==> config.mk <==
export PLATFORM = sky130hd
export DESIGN_NAME = pc_fetch_ctrl
export DESIGN_NICKNAME = d
export VERILOG_FILES = /design/src/rtl/pc_fetch_ctrl_pkg.sv /design/src/rtl/pc_fetch_ctrl_next_pc_sel.sv /design/src/rtl/pc_fetch_ctrl.sv
export SDC_FILE = /design/constraint.sdc
export NUM_CORES = 1
export LEC_CHECK = 0
export CAP_MARGIN = 15
export CORE_UTILIZATION = 52
export CTS_BUF_LIST = sky130_fd_sc_hd__clkbuf_8
export DETAILED_ROUTE_END_ITERATION = 8
export PLACE_DENSITY_LB_ADDON = 0.3
export REMOVE_ABC_BUFFERS = 1
export SYNTH_ARGS = -nofsm -noshare
export SYNTH_HDL_FRONTEND = slang
export SYNTH_SLANG_ARGS = --single-unit
==> constraint.sdc <==
create_clock -name clk -period 5.1 [get_ports clk]
set_input_delay 0.765 -clock clk [delete_from_list [all_inputs] [get_ports clk]]
set_output_delay 0.765 -clock clk [all_outputs]
set_load 0.005 [all_outputs]
==> src/rtl/pc_fetch_ctrl_pkg.sv <==
// pc_defs: shared fetch-controller state encodings and constants
package pc_defs;
  typedef enum logic [1:0] {BOOT, REQ, HOLD, FAULT} state_t;
  localparam int WORD_BYTES = 4;
  localparam logic [31:0] DEFAULT_RESET_PC = 32'h0000_0000;
endpackage

==> src/rtl/pc_fetch_ctrl_next_pc_sel.sv <==
// next_pc_sel: redirect priority (jr > jump > branch) and target arithmetic
module next_pc_sel
  import pc_defs::*;
(
  input  logic [31:0] cur_pc,
  input  logic [31:0] branch_offset,
  input  logic [31:0] br_pc_plus4,
  input  logic        branch_taken,
  input  logic        jump_en,
  input  logic [25:0] jump_index,
  input  logic        jr_en,
  input  logic [31:0] jr_target,
  output logic        redir,
  output logic        misalign,
  output logic [31:0] target,
  output logic [31:0] seq_pc
);
  always_comb begin
    misalign = jr_en && (jr_target[1:0] != 2'b00);
    redir = jr_en ? !misalign : (jump_en || branch_taken);
    target = jr_en ? jr_target :
             jump_en ? {br_pc_plus4[31:28], jump_index, 2'b00} :
             br_pc_plus4 + branch_offset;
    seq_pc = cur_pc + 32'(WORD_BYTES);
  end
endmodule

==> src/rtl/pc_fetch_ctrl.sv <==
// pc_fetch_ctrl: fetch PC, req/ack instruction fetch, redirect squash
module pc_fetch_ctrl
  import pc_defs::*;
#(
  parameter logic [31:0] RESET_PC = DEFAULT_RESET_PC
) (
  input  logic        clk,
  input  logic        rst_n,
  input  logic [31:0] branch_offset,
  input  logic [31:0] br_pc_plus4,
  input  logic        branch_taken,
  input  logic        jump_en,
  input  logic [25:0] jump_index,
  input  logic        jr_en,
  input  logic [31:0] jr_target,
  input  logic        stall,
  output logic        if_req,
  output logic [31:0] if_addr,
  input  logic        if_ack,
  output logic        fetch_valid,
  output logic [31:0] fetch_pc,
  output logic        align_fault
);
  state_t      state, state_nx;
  logic        redir, misalign, ack, pend_valid;
  logic [31:0] target, seq_pc, pend_addr;

  next_pc_sel u_sel (
    .cur_pc(if_addr),
    .branch_offset(branch_offset),
    .br_pc_plus4(br_pc_plus4),
    .branch_taken(branch_taken),
    .jump_en(jump_en),
    .jump_index(jump_index),
    .jr_en(jr_en),
    .jr_target(jr_target),
    .redir(redir),
    .misalign(misalign),
    .target(target),
    .seq_pc(seq_pc)
  );

  assign ack = if_req && if_ack;

  always_ff @(posedge clk or negedge rst_n)
    if (!rst_n) state <= BOOT;
    else state <= state_nx;

  always_comb begin
    if_req = (state == REQ);
    state_nx = misalign ? FAULT :
               (state == BOOT) ? REQ :
               (state == REQ && ack && stall) ? HOLD :
               (state == HOLD && !stall) ? REQ : state;
  end

  // With no request outstanding a redirect lands in if_addr directly, so nothing is squashed
  always_ff @(posedge clk or negedge rst_n)
    if (!rst_n) begin
      if_addr <= RESET_PC;
      fetch_valid <= 1'b0;
      fetch_pc <= RESET_PC;
      align_fault <= 1'b0;
      pend_valid <= 1'b0;
      pend_addr <= RESET_PC;
    end else begin
      fetch_valid <= 1'b0;
      if (misalign) begin
        align_fault <= 1'b1;
        pend_valid <= 1'b0;
      end else if (ack) begin
        fetch_valid <= !(redir || pend_valid);
        fetch_pc <= if_addr;
        if_addr <= redir ? target : pend_valid ? pend_addr : seq_pc;
        pend_valid <= 1'b0;
      end else if (redir && if_req) begin
        pend_valid <= 1'b1;
        pend_addr <= target;
      end else if (redir && state != FAULT) begin
        if_addr <= target;
      end
    end
endmodule

==> flow_results.xml <==
<?xml version="1.0" encoding="UTF-8"?>
<metrics>
  <group name="logic_synthesis">
    <metric name="syn-mean-instance-area" unit="um^2">8.332</metric>
    <metric name="post_synthesis_instance_area" unit="um^2">7257</metric>
    <metric name="postSynth.asyncResetShare" unit="">1.000</metric>
    <metric name="synth_top_flop_cell" unit="">dfrtp_1</metric>
    <metric name="yosys_warnings" unit="">0</metric>
    <metric name="syn-instance-count" unit="">871</metric>
    <metric name="yosysSeqAreaShare" unit="">0.3483</metric>
    <metric name="post_synth_num_cell_types" unit="">64</metric>
    <metric name="ys_top_cells_by_area" unit="">dfrtp_1 (35%), mux2_2 (6.4%), nand2_1 (6.2%)</metric>
    <metric name="synth_common_cells" unit="">nand2_1 (120), dfrtp_1 (101), o21ai_0 (89), a21oi_1 (67), nor2_1 (66)</metric>
    <metric name="netlist.area_leader.share" unit="">0.3483</metric>
    <metric name="synth_edf_count" unit="">0</metric>
    <metric name="flip_flop_and_latch_count_after_synthesis" unit="">101</metric>
    <metric name="biggest_area_consumer_among_synthesized_cells" unit="">dfrtp_1</metric>
    <metric name="synth.most_common_cell" unit="">nand2_1</metric>
  </group>
  <group name="clock_network">
    <metric name="h-tree-depth" unit="">3</metric>
    <metric name="cts_tree" unit="">done</metric>
    <metric name="cts-resized-gates" unit="">0</metric>
    <metric name="cts_hold_repair.buffers" unit="">0</metric>
    <metric name="worst_skew_pair.late_latency" unit="ps">370</metric>
    <metric name="cts_setup_buffers" unit="">0</metric>
    <metric name="number_of_buffers_created_by_cts" unit="">9</metric>
    <metric name="cts-root-buf" unit="">clkbuf_8</metric>
    <metric name="clk_pin_slew_worst_paths" unit="ps">90</metric>
    <metric name="buffers_from_clock_root_to_sink_at_most" unit="">2</metric>
    <metric name="clock-sinks" unit="">101</metric>
  </group>
  <group name="route">
    <metric name="drc" unit="">0</metric>
    <metric name="vias" unit="">7202</metric>
    <metric name="route.antenna.remaining_nets" unit="">0</metric>
    <metric name="violation_count_after_the_first_detailed_routing_iteration" unit="">605</metric>
    <metric name="via_per_inst" unit="">5.937</metric>
    <metric name="totalWireLength" unit="um">20790</metric>
    <metric name="wl_per_cell" unit="um">17.14</metric>
    <metric name="detail_route.first_pass.iterations" unit="">5</metric>
  </group>
  <group name="placement">
    <metric name="dp_cell_count" unit="">1198</metric>
    <metric name="placement.io_buffers" unit="">195</metric>
    <metric name="place_hpwl" unit="um">15350</metric>
    <metric name="finalWeightedCongestion" unit="">0.9314</metric>
    <metric name="pre_cts_ws" unit="ps">1040</metric>
  </group>
  <group name="global_route">
    <metric name="grt_max_degree" unit="">61</metric>
    <metric name="antenna_violations_before_repair" unit="">0</metric>
    <metric name="grt_pass1_wl" unit="um">33670</metric>
    <metric name="first_global_vias" unit="">6733</metric>
    <metric name="grt_overflow_total" unit="">0</metric>
    <metric name="gr_util_all_layers" unit="">0.2948</metric>
  </group>
  <group name="sta">
    <metric name="fmax" unit="GHz">0.2706</metric>
    <metric name="timing.final.crit_period" unit="ps">3696</metric>
    <metric name="period_share" unit="">0.7247</metric>
    <metric name="hold_violations" unit="">0</metric>
    <metric name="tns_setup" unit="ps">0</metric>
    <metric name="timing.max_slew.rel_slack" unit="">0.2831</metric>
    <metric name="clock-skew-final" unit="ps">7.605</metric>
    <metric name="setup_viol_count_final" unit="">0</metric>
    <metric name="setup_ws" unit="ps">1404</metric>
    <metric name="pin_slew_with_the_least_headroom_to_its_limit" unit="ps">1075</metric>
    <metric name="report.final.slew_viol_count" unit="">0</metric>
    <metric name="grt_setup_unrepaired" unit="">no</metric>
  </group>
  <group name="flow_run">
    <metric name="cap_viol_max_count" unit="">0</metric>
  </group>
  <group name="floorplanning">
    <metric name="die_h" unit="um">120.1</metric>
    <metric name="floorplan.die_area" unit="um^2">14430</metric>
    <metric name="initial_core_util" unit="">0.5415</metric>
    <metric name="rows" unit="">42</metric>
    <metric name="fp.dieW" unit="um">120.1</metric>
    <metric name="floorplan.core_area" unit="um^2">13400</metric>
    <metric name="number_of_placed_i_o_pins" unit="">196</metric>
  </group>
  <group name="worst_setup_path">
    <metric name="worst_ep_arrival_time" unit="ps">4010</metric>
    <metric name="path_max_fanout" unit="">3</metric>
    <metric name="cp-start-kind" unit="">primary input</metric>
    <metric name="cp-end-kind" unit="">flip-flop</metric>
    <metric name="critPathRequiredTime" unit="ps">5420</metric>
    <metric name="timing.reg2reg.worst_path_depth" unit="">10</metric>
    <metric name="critPathKind" unit="">primary input to flip-flop</metric>
  </group>
  <group name="finish">
    <metric name="n_antenna_cell" unit="">0</metric>
    <metric name="final_cells" unit="">1213</metric>
    <metric name="fin_util" unit="">0.7073</metric>
    <metric name="post_route_cells_drive_above_1_share" unit="">0.07618</metric>
    <metric name="design.final.nets" unit="">1195</metric>
    <metric name="area_delta_synth_final" unit="%">30.60</metric>
  </group>
  <group name="pwr">
    <metric name="irDropWorstVdd" unit="uV">118.2</metric>
    <metric name="power.density" unit="nW/um^2">255.6</metric>
    <metric name="pwr_total" unit="W">0.002423</metric>
    <metric name="lkg_pwr" unit="nW">3.937</metric>
  </group>
  <group name="worst_hold_path">
    <metric name="hold_path_class" unit="">primary input to async pin</metric>
  </group>
  <group name="status">
    <metric name="outcome" unit="">completed</metric>
  </group>
</metrics>
==> through the flow <==
step	cell area [um^2]	hold slack (ps)
finish	9478	390.6
detailed placement	9296	457.0
global placement	9296	451.8
CTS	9478	411.1
global route	9478	427.2
floorplan	7047	439.8
==> worst max-delay path, cell delays in order <==
cell	delay [ps]
clkdlybuf4s50_1	460
ha_1	160
inv_1	60
fa_1	400
nand2b_1	180
a21o_1	190
a211oi_1	390
o21ai_0	190
a311oi_1	480
a21oi_1	160
xor2_1	190
o311ai_1	240
o21a_1	160
==> state kept, by name, summed over array words and instances, names as in the netlist <==
register and cells:
align_fault 1, fetch_pc 32, fetch_valid 1, if_addr 32, pend_addr 32, pend_valid 1, state 2
==> cell families (layout without fill, tap and decap cells) <==
| logic type | Yosys count | after routing | share of synthesized area |
|---|---|---|---|
| DFF | 101 | 101 | 0.3483 |
| xor gates and xnor gates | 49 | 49 | 0.05914 |
| adders and majority gates | 33 | 33 | 0.05793 |
| muxes | 49 | 49 | 0.07466 |
| AOI/OAI and AO/OA | 280 | 280 | 0.2403 |
| and+or+nand+nor | 290 | 290 | 0.1829 |
| buffers and inverters | 69 | 235 | 0.03672 |
==> routing by layer <==
metal | GRT usage | share of wire | up-vias
met5 | 0 | 0 | -
met4 | 0.09297 | 0.020 | 0
met3 | 0.05418 | 0.074 | 32
met2 | 0.4720 | 0.47 | 326
met1 | 0.4026 | 0.44 | 3367
li1 | - | - | 3477
==> area by class of cell <==
class | count | area (um^2)
Multi-Input combinational cell | 701 | 4473
Fill cell | 1049 | 3923
Sequential cell | 101 | 2527
Timing Repair Buffer | 205 | 2019
Tap cell | 176 | 220.2
Clock buffer | 9 | 123.9
Clock inverter | 6 | 57.56
Inverter | 15 | 56.30
==> worst paths after layout <==
path,slack (ps),endpoint,start
min reg2reg,480,align_fault,align_fault
max in group asynchronous,3590,fetch_pc[22],rst_n
max,1400,if_addr[24],branch_offset[0]
min,390,fetch_pc[9],rst_n
min in group clk,480,align_fault,align_fault
max reg2reg,2350,if_addr[30],if_addr[2]
==> power breakdown <==
part           switching, W  leakage, nW  internal [W]
sequential         0.000165         1.30      0.000924
clock              0.000263       0.0937      0.000220
combinational      0.000373         2.55      0.000479
==> cell usage in the layout, fill, tap and decap left out, types with 4 or more instances in the layout <==
cell and instances:
a211oi_1 7, a21o_1 13, a21oi_1 67, a22oi_1 6
a31oi_1 8, and3_1 7, buf_4 11, clkbuf_8 9
clkdlybuf4s50_1 193, dfrtp_1 101, ha_1 32, inv_1 17
mux2_2 41, mux2i_1 8, nand2_1 120, nand2b_1 12
nand3_1 24, nand4_1 11, nor2_1 66, nor2b_1 4
nor3_1 18, nor3b_1 8, o211ai_1 17, o21a_1 13
o21ai_0 89, o22ai_1 6, o31ai_1 14, or2_2 4
xnor2_1 24, xor2_1 25
(Power assumes the default switching activity.)
